## src/rtl/i2c_pkg.sv

```systemverilog
// Shared encodings and slot timing for the I2C primary controller.
// Each bus slot is four CLK phases; all phase positions live here.
package i2c_pkg;

   localparam int BYTE_W = 8;
   localparam int PH_W   = 2;

   localparam logic [PH_W-1:0] SAMPLE_PHASE    = 2'd2;
   localparam logic [PH_W-1:0] SCL_RISE_PHASE  = 2'd2;
   localparam logic [PH_W-1:0] STOP_SCL_PHASE  = 2'd1;
   localparam logic [PH_W-1:0] START_SDA_PHASE = 2'd2;
   localparam logic [PH_W-1:0] STOP_SDA_PHASE  = 2'd3;

   typedef enum logic [8:0] {
      ST_IDLE     = 9'b0_0000_0001,
      ST_START    = 9'b0_0000_0010,
      ST_ADDR     = 9'b0_0000_0100,
      ST_ADDR_ACK = 9'b0_0000_1000,
      ST_DATA_HI  = 9'b0_0001_0000,
      ST_ACK_HI   = 9'b0_0010_0000,
      ST_DATA_LO  = 9'b0_0100_0000,
      ST_ACK_LO   = 9'b0_1000_0000,
      ST_STOP     = 9'b1_0000_0000
   } state_e;

   typedef enum logic [1:0] {
      SCL_IDLE,
      SCL_START,
      SCL_BIT,
      SCL_STOP
   } scl_mode_e;

endpackage

```

## src/rtl/i2c_scl_gen.sv

```systemverilog
// Slot phase counter and SCL waveform; the counter free-runs while busy so
// every state entry (always at a slot boundary) sees phase 0.
module i2c_scl_gen
   import i2c_pkg::*;
#(
   parameter int PHASES = 4
) (
   input  logic            CLK,
   input  logic            RESET,
   input  logic            run_i,
   input  scl_mode_e       mode_i,
   output logic [PH_W-1:0] phase_o,
   output logic            last_o,
   output logic            sample_o,
   output logic            scl_o
);

   localparam logic [PH_W-1:0] LAST_PHASE = PH_W'(PHASES - 1);

   logic [PH_W-1:0] phase_q, phase_d;

   always_comb begin
      phase_d = '0;
      if (run_i && phase_q != LAST_PHASE) phase_d = phase_q + 1'b1;
   end

   always_ff @(posedge CLK) begin
      if (!RESET) phase_q <= '0;
      else        phase_q <= phase_d;
   end

   always_comb begin
      scl_o = 1'b1;
      unique case (mode_i)
         SCL_IDLE, SCL_START: scl_o = 1'b1;
         SCL_BIT:             scl_o = (phase_q >= SCL_RISE_PHASE);
         SCL_STOP:            scl_o = (phase_q >= STOP_SCL_PHASE);
         default:             scl_o = 1'b1;
      endcase
   end

   assign phase_o  = phase_q;
   assign last_o   = run_i && (phase_q == LAST_PHASE);
   assign sample_o = run_i && (phase_q == SAMPLE_PHASE);

endmodule

```

## src/rtl/i2c_primary_ctrl.sv

```systemverilog
// I2C primary: one 16-bit word read or write per transaction, with address
// and data-high ACK checking, NACK reporting and a DONE pulse at the end.
module i2c_primary_ctrl
   import i2c_pkg::*;
#(
   parameter int PHASES = 4
) (
   input  logic        CLK,
   input  logic        RESET,
   input  logic        START_STB,
   input  logic        RNW,
   input  logic [6:0]  I2C_ADDR,
   input  logic [15:0] WR_DATA,
   output logic [15:0] RD_DATA,
   output logic        BUSY,
   output logic        DONE,
   output logic        NACK,
   output logic        SCL,
   output logic        SDA_OUT,
   output logic        SDA_OE,
   input  logic        SDA_IN
);

   state_e            state_q;
   logic              rnw_q;
   logic [6:0]        addr_q;
   logic [15:0]       wr_q;
   logic [15:0]       sr_q;
   logic [15:0]       rd_q;
   logic [2:0]        bit_q;
   logic              ack_q;
   logic              nack_q;
   logic              done_q;

   logic              busy;
   logic [PH_W-1:0]   phase;
   logic              last;
   logic              sample;
   scl_mode_e         mode;
   logic [BYTE_W-1:0] addr_byte;
   logic              sda_out, sda_oe;

   assign busy      = (state_q != ST_IDLE);
   assign addr_byte = {addr_q, rnw_q};

   always_comb begin
      mode = SCL_BIT;
      if      (state_q == ST_IDLE)  mode = SCL_IDLE;
      else if (state_q == ST_START) mode = SCL_START;
      else if (state_q == ST_STOP)  mode = SCL_STOP;
   end

   i2c_scl_gen #(.PHASES(PHASES)) u_scl (
      .CLK      (CLK),
      .RESET    (RESET),
      .run_i    (busy),
      .mode_i   (mode),
      .phase_o  (phase),
      .last_o   (last),
      .sample_o (sample),
      .scl_o    (SCL)
   );

   // ack_q holds the phase-2 sample of every slot; only ACK slots consume it.
   always_ff @(posedge CLK) begin
      if (!RESET) begin
         state_q <= ST_IDLE;
         rnw_q   <= 1'b0;
         addr_q  <= '0;
         wr_q    <= '0;
         sr_q    <= '0;
         rd_q    <= '0;
         bit_q   <= '0;
         ack_q   <= 1'b0;
         nack_q  <= 1'b0;
         done_q  <= 1'b0;
      end else begin
         done_q <= 1'b0;
         if (sample) ack_q <= ~SDA_IN;
         if (sample && (state_q == ST_DATA_HI || state_q == ST_DATA_LO))
            sr_q <= {sr_q[14:0], SDA_IN};
         unique case (state_q)
            ST_IDLE: if (START_STB) begin
               rnw_q   <= RNW;
               addr_q  <= I2C_ADDR;
               wr_q    <= WR_DATA;
               nack_q  <= 1'b0;
               bit_q   <= '0;
               state_q <= ST_START;
            end
            ST_START: if (last) state_q <= ST_ADDR;
            ST_ADDR: if (last) begin
               bit_q <= bit_q + 3'd1;
               if (bit_q == 3'd7) state_q <= ST_ADDR_ACK;
            end
            ST_ADDR_ACK: if (last) begin
               nack_q  <= ~ack_q;
               state_q <= ack_q ? ST_DATA_HI : ST_STOP;
            end
            ST_DATA_HI: if (last) begin
               bit_q <= bit_q + 3'd1;
               if (bit_q == 3'd7) state_q <= ST_ACK_HI;
            end
            ST_ACK_HI: if (last) begin
               if (!rnw_q && !ack_q) begin
                  nack_q  <= 1'b1;
                  state_q <= ST_STOP;
               end else begin
                  state_q <= ST_DATA_LO;
               end
            end
            ST_DATA_LO: if (last) begin
               bit_q <= bit_q + 3'd1;
               if (bit_q == 3'd7) state_q <= ST_ACK_LO;
            end
            ST_ACK_LO: if (last) begin
               if (rnw_q) rd_q <= sr_q;
               state_q <= ST_STOP;
            end
            ST_STOP: if (last) begin
               state_q <= ST_IDLE;
               done_q  <= 1'b1;
            end
            default: state_q <= ST_IDLE;
         endcase
      end
   end

   // Bit slots index MSB first: ~bit_q == 7 - bit_q.
   always_comb begin
      sda_oe  = 1'b1;
      sda_out = 1'b1;
      unique case (state_q)
         ST_IDLE, ST_ADDR_ACK: sda_oe = 1'b0;
         ST_START:   sda_out = (phase < START_SDA_PHASE);
         ST_ADDR:    sda_out = addr_byte[~bit_q];
         ST_DATA_HI: if (rnw_q) sda_oe = 1'b0; else sda_out = wr_q[{1'b1, ~bit_q}];
         ST_ACK_HI:  if (rnw_q) sda_out = 1'b0; else sda_oe = 1'b0;
         ST_DATA_LO: if (rnw_q) sda_oe = 1'b0; else sda_out = wr_q[{1'b0, ~bit_q}];
         ST_ACK_LO:  if (!rnw_q) sda_oe = 1'b0;
         ST_STOP:    sda_out = (phase >= STOP_SDA_PHASE);
         default:    sda_oe = 1'b0;
      endcase
   end

   assign SDA_OUT = sda_out;
   assign SDA_OE  = sda_oe;
   assign BUSY    = busy;
   assign DONE    = done_q;
   assign NACK    = nack_q;
   assign RD_DATA = rd_q;

endmodule

```

## config.mk

```make
export PLATFORM = sky130hd
export DESIGN_NAME = i2c_primary_ctrl
export DESIGN_NICKNAME = d
export VERILOG_FILES = /design/src/rtl/i2c_pkg.sv /design/src/rtl/i2c_scl_gen.sv /design/src/rtl/i2c_primary_ctrl.sv
export SDC_FILE = /design/constraint.sdc
export NUM_CORES = 1
export LEC_CHECK = 0
export ABC_AREA = 1
export BUFFER_PORTS_ARGS = -buffer_cell sky130_fd_sc_hd__clkbuf_2
export CAP_MARGIN = 20
export CORE_ASPECT_RATIO = 1.4
export CORE_MARGIN = 4
export CORE_UTILIZATION = 45
export DETAILED_ROUTE_END_ITERATION = 10
export PLACE_DENSITY = 0.74
export SETUP_SLACK_MARGIN = 0.4
export SLEW_MARGIN = 25
export SYNTH_ARGS = -nofsm -noshare
export SYNTH_HDL_FRONTEND = slang
export SYNTH_SLANG_ARGS = --single-unit
```

## constraint.sdc

```tcl
create_clock -name CLK -period 2.1 [get_ports CLK]
set_input_delay 0.105 -clock CLK [delete_from_list [all_inputs] [get_ports CLK]]
set_output_delay 0.105 -clock CLK [all_outputs]
set_load 0.02 [all_outputs]
```

After elaboration in Yosys (flattened, before gate mapping)
Cells that the tools add are included.
- add/sub/neg operators: 2
- order comparisons: 7
- eq/ne operators: 31
- muxes and demuxes: 40
- bitwise gates (word level): 3
- reductions and logical operators: 23
- operators by type and width (operator ; number):
    9-bit 2-to-1 mux ; 14
    9-bit case mux with 9 select lines ; 1
    2-bit inequality test (second input constant) ; 12
    1-bit 2-to-1 mux ; 13
    12-bit AND reduction ; 1
    1-bit binary-select mux with 3-bit select ; 3
    9-bit by 1-bit == test with 1-bit output (second input constant) ; 1
    9-bit by 2-bit == test with 1-bit output (second input constant) ; 1
    9-bit by 3-bit == test with 1-bit output (second input constant) ; 1
    9-bit by 4-bit == test with 1-bit output (second input constant) ; 1
    9-bit by 5-bit == test with 1-bit output (second input constant) ; 1
    9-bit by 6-bit == test with 1-bit output (second input constant) ; 1
    9-bit by 7-bit == test with 1-bit output (second input constant) ; 1
    9-bit by 8-bit == test with 1-bit output (second input constant) ; 1
    9-bit == test (second input constant) ; 1
    9-bit by 1-bit inequality test with 1-bit output (second input constant) ; 1
    1-bit case mux with 3 select lines ; 3
    2-bit == test (second input constant) ; 4
    3-bit 2-to-1 mux ; 2
    2-bit by 1-bit inequality test with 1-bit output (second input constant) ; 3
    1-bit case mux with 6 select lines ; 1
    3-bit case mux with 2 select lines ; 1
    2-bit AND reduction ; 3
    3-bit AND reduction ; 2
    other kinds (22) ; 33
- bits in registers: 73
- bits of input ports: 28

Longest topological paths before layout
Gate-level depths: netlist of run 1.
- depth after elaboration: 7
- depth in mapped cells: 12

Modules after synthesis
A second synthesis of run 1 with hierarchy kept.
- cells, all modules: 452
- area, all modules: 3319.4 sq um
- by module, submodules not included (module ; times used ; cells an instance ; area each (sq um) ; seq. area each (sq um)):
    i2c_primary_ctrl ; 1 ; 432 ; 3176.8 ; 1421.4
    i2c_scl_gen ; 1 ; 20 ; 142.6 ; 40.0

Worst setup path after synthesis of run 1
No wires, ideal clock.
- path type: flip-flop to flip-flop
- start: register state_q[7]
- end: register addr_q[0]
- setup time: 0.116 ns
- arrival time: 1.528 ns
- slack: 0.456 ns
- cell stages (with the launch flop): 10
- buffers on the path: 1
- period minus slack after synthesis: 1.644 ns
- cells stage by stage: dfxtp_1 -> nor2_1 -> nand2_1 -> nor2_2 -> nand2_2 -> nor2_2 -> inv_1 -> clkbuf_1 -> nor2_1 -> nor2_1
- longest elaborated chain between the ends: 2
- ends and longest elaborated chain (element ; line ; RTL):
    from (decl) ; i2c_primary_ctrl.sv:24 ; state_e state_q;
    from (signal assigned) ; i2c_primary_ctrl.sv:98 ; state_q <= ack_q ? ST_DATA_HI : ST_STOP;
    9-bit by 1-bit == test with 1-bit output ; i2c_primary_ctrl.sv:82 ; unique case (state_q)
    2-bit AND reduction (no line) ; n/a ;
    to (signal assigned) ; i2c_primary_ctrl.sv:69 ; addr_q <= '0;
    to (signal assigned) ; i2c_primary_ctrl.sv:85 ; addr_q <= I2C_ADDR;
    to (decl) ; i2c_primary_ctrl.sv:26 ; logic [6:0] addr_q;
No other way between the ends.
A chain may end at the register's enable or synchronous reset.

Worst setup path in the final report of run 1
- start: register u_scl.phase_q[1], in the netlist u_scl.phase_o[1]
- end: output SDA_OUT
- longest elaborated chain between the ends: 2
- elaborated cells on any way between the ends: 3
- classes of those cells: 2 x order compare; 1 x mux
- ends and longest elaborated chain (element ; line ; RTL):
    from (decl) ; i2c_scl_gen.sv:20 ; logic [PH_W-1:0] phase_q, phase_d;
    from (signal assigned) ; i2c_scl_gen.sv:29 ; else phase_q <= phase_d;
    2-bit >= comparator or 2-bit less-than comparator (tied branches) ; i2c_primary_ctrl.sv:141, i2c_primary_ctrl.sv:135 ;
    1-bit case mux with 6 select lines (*) ; i2c_primary_ctrl.sv:133 ; unique case (state_q)
    to (decl) ; i2c_primary_ctrl.sv:19 ; output logic SDA_OUT,
Every way passes the cells marked *; elsewhere a longest branch is shown, timed or not.

==> flow_summary.toml, run 1 <==
[sta]
postLayoutSetupSlackWorst_ns = 0.145
clock-skew-final_ns = 0.0136
timing_hold_violations_final = 0
final.min_clock_period_ns = 1.95
drv_slew = 0
rsz0062_at_grt = "yes"
clock.fmax_mhz = 512
worst-slew-pin-transition_ns = 0.724
timing.setup.tns_ns = 0
timing.final.setup_violations = 0
min_period_over_period_pct = 93.1
worst_slew_margin_rel_pct = 51.7
fin_hold_ws_ns = 0.0461

[run_status]
status = "finished clean"

[routing]
viasPerCell = 5.48
postRouteWirelength_um = 11300
postRouteAntennaNets = 0
drt_iter0_drc = 295
drc = 0
wire_per_inst_um = 16.6
via_count = 3707
firstDrtPassIters = 5

[setup_path]
rr_startpoint = "state_q[7]"
critPathMaxStageDelay_ns = 0.45
reg2reg_setup_slack_ns = 0.17
crit_path_end_kind = "primary output"
critical-path-top-delay-family = "flip-flops"
timing.critical_path.arrival_ns = 1.85
timing.critical_path.buf_inv = 1
cpMaxStageDelayCell = "dfxtp_1"
worst_path_required_time_ns = 2.00
crit_start = "u_scl.phase_o[1]"
timing.reg2reg.worst_path_depth = 11
critPathMostFrequentCell = "nand2_1"
rr_endpoint = "wr_q[14]"
path_depth = 8
critPathMaxFanout = 5
critPathCapture = "SDA_OUT"
setup.worst_path.class = "flop to primary output"
critical_path.startpoint_type = "flop"
crit_path_cell_trace = "ha_2 -> nand3_1 -> o21ai_2 -> a21oi_2 -> nand2_1 -> nor2_1 -> nand2_1 -> buf_6"

[floorplan]
dieArea_um2 = 8820
design.core.area_um2 = 7070
die_y_um = 110
design.portCount = 50
initial_standard_cell_utilization_of_the_core_pct = 46.9
chipWidth_um = 80.5
placement_rows = 36

[clock_tree]
cts_max_level = 3
clk_pin_slew_worst_paths_ns = 0.08
max-clock-path-buffers = 2
tritoncts = "yes"
cts-buffers-inserted = 9
numClockSinks = 73
worstSkewPairLatency_ns = 0.36
cts-root-buf = "clkbuf_8"

[final_layout]
area_growth_syn_to_layout_pct = 55.0
n_antenna_cell = 0
final_common_cell = "nor2_1"
post_route_cells_drive_above_1_share_pct = 40.5
final_net_count = 610
final_cells = 677
layout.area.seq_um2 = 1480
most-common-layout-cells = "90 x nor2_1, 63 x dfxtp_1, 45 x clkbuf_2"
post_layout_utilization_of_the_core_pct = 72.6
fin_area_um2 = 5140
final.fill_count = 506
multi_input_area_um2 = 2120

[placed_design]
port_buffers = 49
dp_hpwl_um = 5540
finalWeightedCongestion = 0.954
dpl.cell_count = 597
dpl_cell_area_um2 = 3680
placement.setup.worst_slack_ns = -0.165

[global_routing]
wire_length_of_the_first_global_routing_pass_um = 14800
grt_max_degree = 35
grt_overflow = 0
grt.total_usage_pct = 21.8
antenna_violations_before_repair = 0
grt_pass1_vias = 3286

[power_and_ir_drop]
power_density_nw_per_um2 = 1200
p_clk_share_pct = 17.7
total_switching_power_mw = 2.58
total_leakage_power_nw = 2.18
seq_power_share_pct = 31.3
max-vdd-ir-drop_v = 0.00119
switching_share_pct = 41.9
design_power_total_mw = 6.15
p_int_mw = 3.57
part_of_the_total_power_dissipated_in_combinational_logic_pct = 51.0

[synth]
syn_area_um2 = 3310
synth_net_count = 495
ys_async_sr_fraction_pct = 0
synth_seq_cells = 73
syn_inst = 462
dominantRegCellSynth = "dfxtp_1"
synth_area_per_cell_um2 = 7.17
synth-warning-count = 0
yosys_cell_types = 30
synth-edff-count = 0
fraction_of_the_yosys_area_taken_by_sequential_cells_pct = 44.1

[worst_hold_path]
hold_path_class = "primary input to flop"
hold_depth = 3

[run]
maxCapViolations = 0
repair_timing:
action | 4_1_cts | 5_1_grt
endpoints found under the hold margin | 24 | 0
setup buffers | 7 | 24
pin swaps | 8 | 28
resized for setup | 41 | 153
cloned | 4 | 5
hold buffers | 24 | 0
setup endpoints to repair | 73 | 72
power by group through the flow:
stage | combinational [mW] | sequential [mW] | clock [mW]
final | 3.14 | 1.92 | 1.09
after global routing | 3.33 | 1.94 | 1.14
after CTS | 1.91 | 1.89 | 1.08
after detailed placement | 1.60 | 1.89 | 0
after global placement | 1.58 | 1.88 | 0
after floorplan | 1.18 | 1.85 | 0
synthesized netlist by cell type (all sizes together), types with 11 or more instances:
cell,instances,area share (%)
nand2,51,6.1
clkbuf,14,1.6
dfxtp,73,44
a21oi,22,3.3
o21ai,64,9.7
nand3,20,3.4
nor2,130,16
a211oi,11,3.1
inv,45,5.1
layout make-up:
| cell class | count | area share, % |
|---|---|---|
| repair buffers | 118 | 19.9 |
| well taps | 95 | 2.31 |
| flip-flops and latches | 73 | 28.8 |
| repair inverters | 2 | 0.292 |
| inverters | 46 | 3.73 |
| multi-input cells | 327 | 41.3 |
| clock buffers | 10 | 2.48 |
| clock inverters | 6 | 1.14 |
worst min-delay path, stage by stage:
cell      delay [ns]
clkbuf_2        0.09
o21ai_2         0.05
a21oi_1         0.12
worst min-delay path by stage:
stage | slack (ns) | startpoint | end
2_1_floorplan | 0.20 | SDA_IN | ack_q
3_3_place_gp | 0.33 | WR_DATA[9] | wr_q[9]
3_5_place_dp | 0.32 | SDA_IN | ack_q
4_1_cts | 0.06 | RNW | rnw_q
5_1_grt | 0.07 | RNW | rnw_q
6_report | 0.05 | RNW | rnw_q
sequential cells by signal, summed over array words and instances, names as in the netlist:
register / count
sr_q: 16
RD_DATA: 16
state_q: 9
bit_q: 3
NACK: 1
addr_q: 7
wr_q: 16
rnw_q: 1
DONE: 1
u_scl.phase_o: 2
ack_q: 1
routing by layer:
metal  GRT usage (%)  part of all wire (%)  vias to the layer above
met2            37.8                    52                      187
met3            5.33                   6.3                       53
li1                -                     -                     1742
met1            24.2                    38                     1725
met5               0                     0                        -
met4            12.0                   4.4                        0
cell families (layout without fill, tap and decap cells):
logic type	count (synthesis)	in the layout	share of synthesized area, %
simple gates	214	217	28.2
compound gates	105	105	18.0
flops	73	73	44.1
buf+inv	65	182	7.81
fa+ha+maj	5	5	1.89
No activity file was read; power rests on OpenSTA's default activity.
==> inputs of run 2 (changes only) <==
clock period = 1.8 ns   (was 2.1 ns; I/O delays follow)
==> run 2 against run 1 <==
Net effect: the flow now finishes with violations (setup timing); global-route usage is 0.63 points higher; first-iteration DRC count down 28%; die area is the same; via count down 7.6%; final cell count down 3.2%; clock-buffer cell count rose by 1; sequential cell count unchanged; clock skew is 0.0058 ns lower; worst hold slack got worse by 0.037 ns; register-to-register slack worse by 0.15 ns.
==> flow_summary.toml, run 2 (synthesis gave the netlist of run 1 again) <==
[run_status]
status = "finished, violations left"
violations = "setup timing"

[routing]
viasPerCell = 5.23
drc = 0
firstDrtPassIters = 5
postRouteWirelength_um = 9430
wire_per_inst_um = 14.4
postRouteAntennaNets = 0
drt_iter0_drc = 211
via_count = 3427

[power_and_ir_drop]
max-vdd-ir-drop_v = 0.000682
total_leakage_power_nw = 2.06
power_density_nw_per_um2 = 1380

[clock_tree]
cts-buffers-inserted = 9
worstSkewPairLatency_ns = 0.35
numClockSinks = 73
cts-root-buf = "clkbuf_8"
max-clock-path-buffers = 2
clk_pin_slew_worst_paths_ns = 0.07
tritoncts = "yes"
cts_max_level = 3

[final_layout]
final_net_count = 588
n_antenna_cell = 0
most-common-layout-cells = "107 x nor2_1, 63 x dfxtp_1, 45 x clkbuf_2"
final_cells = 655
final_common_cell = "nor2_1"
area_growth_syn_to_layout_pct = 44.5
post_route_cells_drive_above_1_share_pct = 35.2
final.fill_count = 577

[sta]
min_period_over_period_pct = 103
worst_slew_margin_rel_pct = 59.6
postLayoutSetupSlackWorst_ns = -0.0558
final.min_clock_period_ns = 1.86
drv_slew = 0
fin_hold_ws_ns = 0.00902
worst-slew-pin-transition_ns = 0.606
clock-skew-final_ns = 0.00771
rsz0062_at_grt = "yes"
clock.fmax_mhz = 539
timing_hold_violations_final = 0
timing.final.setup_violations = 2

[global_routing]
grt_pass1_vias = 3422
wire_length_of_the_first_global_routing_pass_um = 15300
grt_max_degree = 49
grt.total_usage_pct = 22.4
grt_overflow = 0
antenna_violations_before_repair = 0

[placed_design]
port_buffers = 49
dp_hpwl_um = 5620
dpl.cell_count = 596
finalWeightedCongestion = 0.939

[setup_path]
critical-path-top-delay-family = "simple AND/OR/NAND/NOR gates"
critPathMaxStageDelay_ns = 0.34
critPathMostFrequentCell = "nor2_4"
crit_path_end_kind = "primary output"
crit_path_cell_trace = "nor2_4 -> nand3_2 -> a21oi_2 -> buf_4 -> nor2_4 -> inv_2 -> nor3_2 -> nor2_1 -> nand2_1 -> clkbuf_8"
setup.worst_path.class = "flop to primary output"
timing.critical_path.buf_inv = 3
critPathMaxFanout = 4
worst_path_required_time_ns = 1.71
critical_path.startpoint_type = "flop"
cpMaxStageDelayCell = "dfxtp_2"
timing.critical_path.arrival_ns = 1.77

[run]
maxCapViolations = 0

[floorplan]
die_y_um = 110
dieArea_um2 = 8820
initial_standard_cell_utilization_of_the_core_pct = 46.9
design.portCount = 50
design.core.area_um2 = 7070
chipWidth_um = 80.5
placement_rows = 36

[worst_hold_path]
hold_path_class = "primary input to flop"
==> run 2: cell count changes in the layout (fill, tap and decap cells not counted), sizes merged <==
cell,before,now
bufbuf,0,1
inv,43,44
buf,46,27
clkinvlp,3,2
dlygate4sd3,24,22
bufinv,1,3
clkinv,7,3
==> run 2: cell type report <==
cell class	instances	area (um2)	area share [%]
tap	95	119	2.48
timing repair buffer	97	807	16.9
timing repair inverter	1	7.51	0.157
clock buffer	11	131	2.74
multi-input combinational	327	1950	40.8
clock inverter	5	104	2.17
inverter	46	190	3.97
sequential	73	1480	30.8
==> run 2: layer usage <==
metal / track usage, % / vias up / part of all wire, % / wire length [um]
li1: - / 1703 / - / -
met1: 25.3 / 1559 / 40 / 3730
met2: 37.6 / 124 / 51 / 4800
met3: 3.69 / 41 / 4.8 / 457
met4: 16.5 / 0 / 4.7 / 446
met5: 0 / - / 0 / 0
==> run 2: repair_timing <==
item | CTS | global route
hold buffers | 22 | 0
buffers inserted | 10 | 2
setup endpoints to repair | 74 | 74
pin swaps | 16 | 11
gates resized for setup | 63 | 69
hold endpoints to repair | 23 | 0
cloned | 9 | 0
==> run 2: metrics by stage <==
stage / setup slack, ns / util [%] / TNS, ns / cell area [um2] / total power, mW
5_1_grt: -0.176 / 67.7 / -1.83 / 4790 / 7.00
4_1_cts: -0.0242 / 64.6 / -0.0521 / 4570 / 6.36
3_3_place_gp: 0.105 / 53.1 / 0 / 3760 / 4.15
6_report: -0.0558 / 67.7 / -0.0599 / 4790 / 6.61
2_1_floorplan: 0.215 / - / 0 / 3440 / 3.74
3_5_place_dp: 0.148 / 53.1 / 0 / 3760 / 4.18
==> run 2: tightest hold or removal path: cells and delay by family <==
| kind | cells | cell delay, ns |
|---|---|---|
| buffers and inverters | 1 | 0.08 |
| AND/OR/NAND/NOR | 2 | 0.15 |
==> run 2: worst paths after layout <==
kind	slack, ns	to	cells past startpoint	start
worst max register to register	0.02	wr_q[10]	10	state_q[4]
worst max-delay path	-0.06	SDA_OUT	10	state_q[6]
worst min-delay path	0.009	addr_q[3]	3	I2C_ADDR[3]
worst min register to register	0.46	u_scl.phase_o[0]	1	u_scl.phase_o[0]
==> run 2: power by group <==
group	total, mW	switching [mW]	internal [mW]
logic	2.86	1.70	1.16
registers	2.22	0.247	1.97
clock network	1.53	0.608	0.922
==> inputs of run 3 (changes only) <==
SYNTH_HIERARCHICAL = 1   (was not set)
==> run 3 against run 2 <==
Net effect: sequential share of layout area fell by 3.6 points; combinational power grew 27%; sequential power is 5% higher; clock-buffer cell count up 2; die area grew 0.14%; first-iteration DRC count grew 140%; power up 15%; routed wire length up 37%; register-to-register slack worse by 0.19 ns; design area rose by 14%; the run still ends with setup timing left.
==> flow_summary.toml, run 3 <==
[synth]
synth-edff-count = 0
syn_area_um2 = 3320
post-synth-top-area-cell = "dfxtp_1"
synth_top_cell_area_share_pct = 44.0
synth_area_per_cell_um2 = 7.34
synth_seq_cells = 73
synthMostInstantiatedCell = "nor2_1"
synth-warning-count = 6
synth_area_leaders = "dfxtp_1 44%, o21ai_0 11%, nor2_1 11%"
syn_inst = 452
yosys_cell_types = 34
dominantRegCellSynth = "dfxtp_1"
ys_async_sr_fraction_pct = 0
synth_top_cells_by_count = "93 x nor2_1, 74 x o21ai_0, 73 x dfxtp_1, 48 x inv_1, 42 x a21oi_1"
fraction_of_the_yosys_area_taken_by_sequential_cells_pct = 44.0
synth_net_count = 485

[setup_path]
timing.critical_path.arrival_ns = 1.93
setup.worst_path.class = "flop to primary output"
crit_path_cell_trace = "buf_6 -> inv_1 -> nor2_1 -> o21ai_0 -> nand3_1 -> nand4_1 -> nand3_1 -> nand2_1 -> nand2_1 -> clkbuf_8"
crit_path_end_kind = "primary output"
critPathMaxFanout = 8
reg2reg_setup_slack_ns = -0.17
rr_endpoint = "wr_q[14]"
critPathMaxStageDelay_ns = 0.41
rr_startpoint = "state_q[6]"
worst_path_required_time_ns = 1.71
timing.reg2reg.worst_path_depth = 12
cpMaxStageDelayCell = "dfxtp_2"
critical_path.startpoint_type = "flop"

[clock_tree]
worstSkewPairLatency_ns = 0.36
max-clock-path-buffers = 2
cts-buffers-inserted = 9
cts-root-buf = "clkbuf_8"
cts_max_level = 3
tritoncts = "yes"
numClockSinks = 73
clk_pin_slew_worst_paths_ns = 0.08

[routing]
via_count = 3883
postRouteWirelength_um = 12900
drc = 0
firstDrtPassIters = 5
drt_iter0_drc = 508
viasPerCell = 5.78
wire_per_inst_um = 19.2
postRouteAntennaNets = 0

[power_and_ir_drop]
total_leakage_power_nw = 2.38
design_power_total_mw = 7.58
max-vdd-ir-drop_v = 0.000986
power_density_nw_per_um2 = 1390

[placed_design]
dp_hpwl_um = 5470
finalWeightedCongestion = 0.851
port_buffers = 49

[floorplan]
design.portCount = 50
placement_rows = 36
dieArea_um2 = 8830
chipWidth_um = 80.6
die_y_um = 110
initial_standard_cell_utilization_of_the_core_pct = 46.9
design.core.area_um2 = 7070

[sta]
postLayoutSetupSlackWorst_ns = -0.215
clock-skew-final_ns = 0.0122
min_period_over_period_pct = 112
worst_slew_margin_rel_pct = 51.3
drv_slew = 0
worst-slew-pin-transition_ns = 0.731
rsz0062_at_grt = "yes"
final.min_clock_period_ns = 2.02
clock.fmax_mhz = 496
timing.final.setup_violations = 56
timing_hold_violations_final = 0

[global_routing]
grt_overflow = 0
grt_max_degree = 51
grt.total_usage_pct = 24.9
grt_pass1_vias = 3566
antenna_violations_before_repair = 0
wire_length_of_the_first_global_routing_pass_um = 16700

[final_layout]
final_net_count = 605
post_layout_utilization_of_the_core_pct = 77.4
n_antenna_cell = 0
final_common_cell = "nor2_1"
post_route_cells_drive_above_1_share_pct = 47.1
most-common-layout-cells = "77 x nor2_1, 62 x dfxtp_1, 55 x o21ai_2"
area_growth_syn_to_layout_pct = 64.8

[worst_hold_path]
hold_depth = 3
hold_path_class = "primary input to flop"
hold_path.startpoint = "RNW"
hold-path-endpoint = "rnw_q"

[run]
maxCapViolations = 0

[run_status]
status = "finished, violations left"
violations = "setup timing"
## run 3: changes by cell type after synthesis, moves of 5 or more
cell      change
nand2_1       -8
o21ai_0      +15
a21oi_1      +20
o21ai_1       -5
clkbuf_1      -5
a211oi_1      -7
nor2_1       -26
## run 3: through the flow
step | setup slack [ns] | setup TNS [ns] | cell area (um2) | hold slack, ns | cells
floorplan | 0.321 | 0 | 3400 | 0.180 | 452
global placement | 0.0525 | 0 | 3710 | 0.286 | 584
detailed placement | 0.0161 | 0 | 3710 | 0.290 | 584
CTS | -0.0451 | -0.0846 | 4900 | 0.00518 | 652
global route | -0.303 | -10.61 | 5470 | 0.0443 | 672
finish | -0.215 | -5.27 | 5470 | 0.0544 | 672
## run 3: cell families (layout without fill, tap and decap cells)
family	after synthesis	after routing	synth area share, %
AO/OA/AOI/OAI	127	127	20.7
adder cells (fa/ha/maj)	5	5	1.88
buffers and inverters	70	195	9.01
flip-flops	73	73	44.0
AND/OR/NAND/NOR	177	177	24.4
## run 3: layer usage
layer	vias to the layer above	wire [um]	track usage [%]
met5	-	0	0
met4	0	819	11.4
met3	88	884	7.79
met2	239	6490	43.3
met1	1830	4680	27.6
li1	1726	-	-
## run 3: layout make-up
class                   instances  area [um2]
fillers                       428        1600
multi-input cells             309        2090
clock buffers                  13         190
repair buffers                127        1250
inverters                      51         245
flip-flops and latches         73        1490
well taps                      95         119
clock inverters                 3        67.6
repair inverters                1        16.3
## run 3: where the power goes
| part | internal, mW | leakage [nW] | switching (mW) | total (mW) |
|---|---|---|---|---|
| logic | 1.70 | 1.65 | 1.94 | 3.64 |
| clock network | 0.979 | 0.127 | 0.642 | 1.62 |
| registers | 1.96 | 0.599 | 0.362 | 2.32 |
| total | 4.64 | 2.38 | 2.94 | 7.58 |
## run 3: worst max path at each step
stage / slack, ns / endpoint / start / cells past startpoint
after CTS: -0.05 / SDA_OUT / state_q[3] / 9
after floorplan: 0.32 / RD_DATA[10] / state_q[7] / 11
after detailed placement: 0.02 / RD_DATA[4] / state_q[2] / 10
final: -0.22 / SDA_OUT / bit_q[1] / 10
after global routing: -0.30 / SDA_OUT / bit_q[1] / 10
after global placement: 0.05 / RD_DATA[2] / state_q[2] / 7
## run 3: what timing repair did
| action | 4_1_cts | 5_1_grt |
|---|---|---|
| pin swaps | 39 | 45 |
| gates resized for setup | 144 | 97 |
| hold buffers | 24 | 0 |
| endpoints found under the hold margin | 24 | 0 |
| endpoints found under the setup margin | 73 | 75 |
| buffers inserted | 22 | 16 |
| cloned | 6 | 4 |
## run 3: worst max-delay path, delay by kind of cell, from the launching register on
| family | cells | cell delay (ns) |
|---|---|---|
| flops | 1 | 0.41 |
| buf+inv | 3 | 0.39 |
| compound gates | 1 | 0.12 |
| simple gates | 6 | 0.64 |
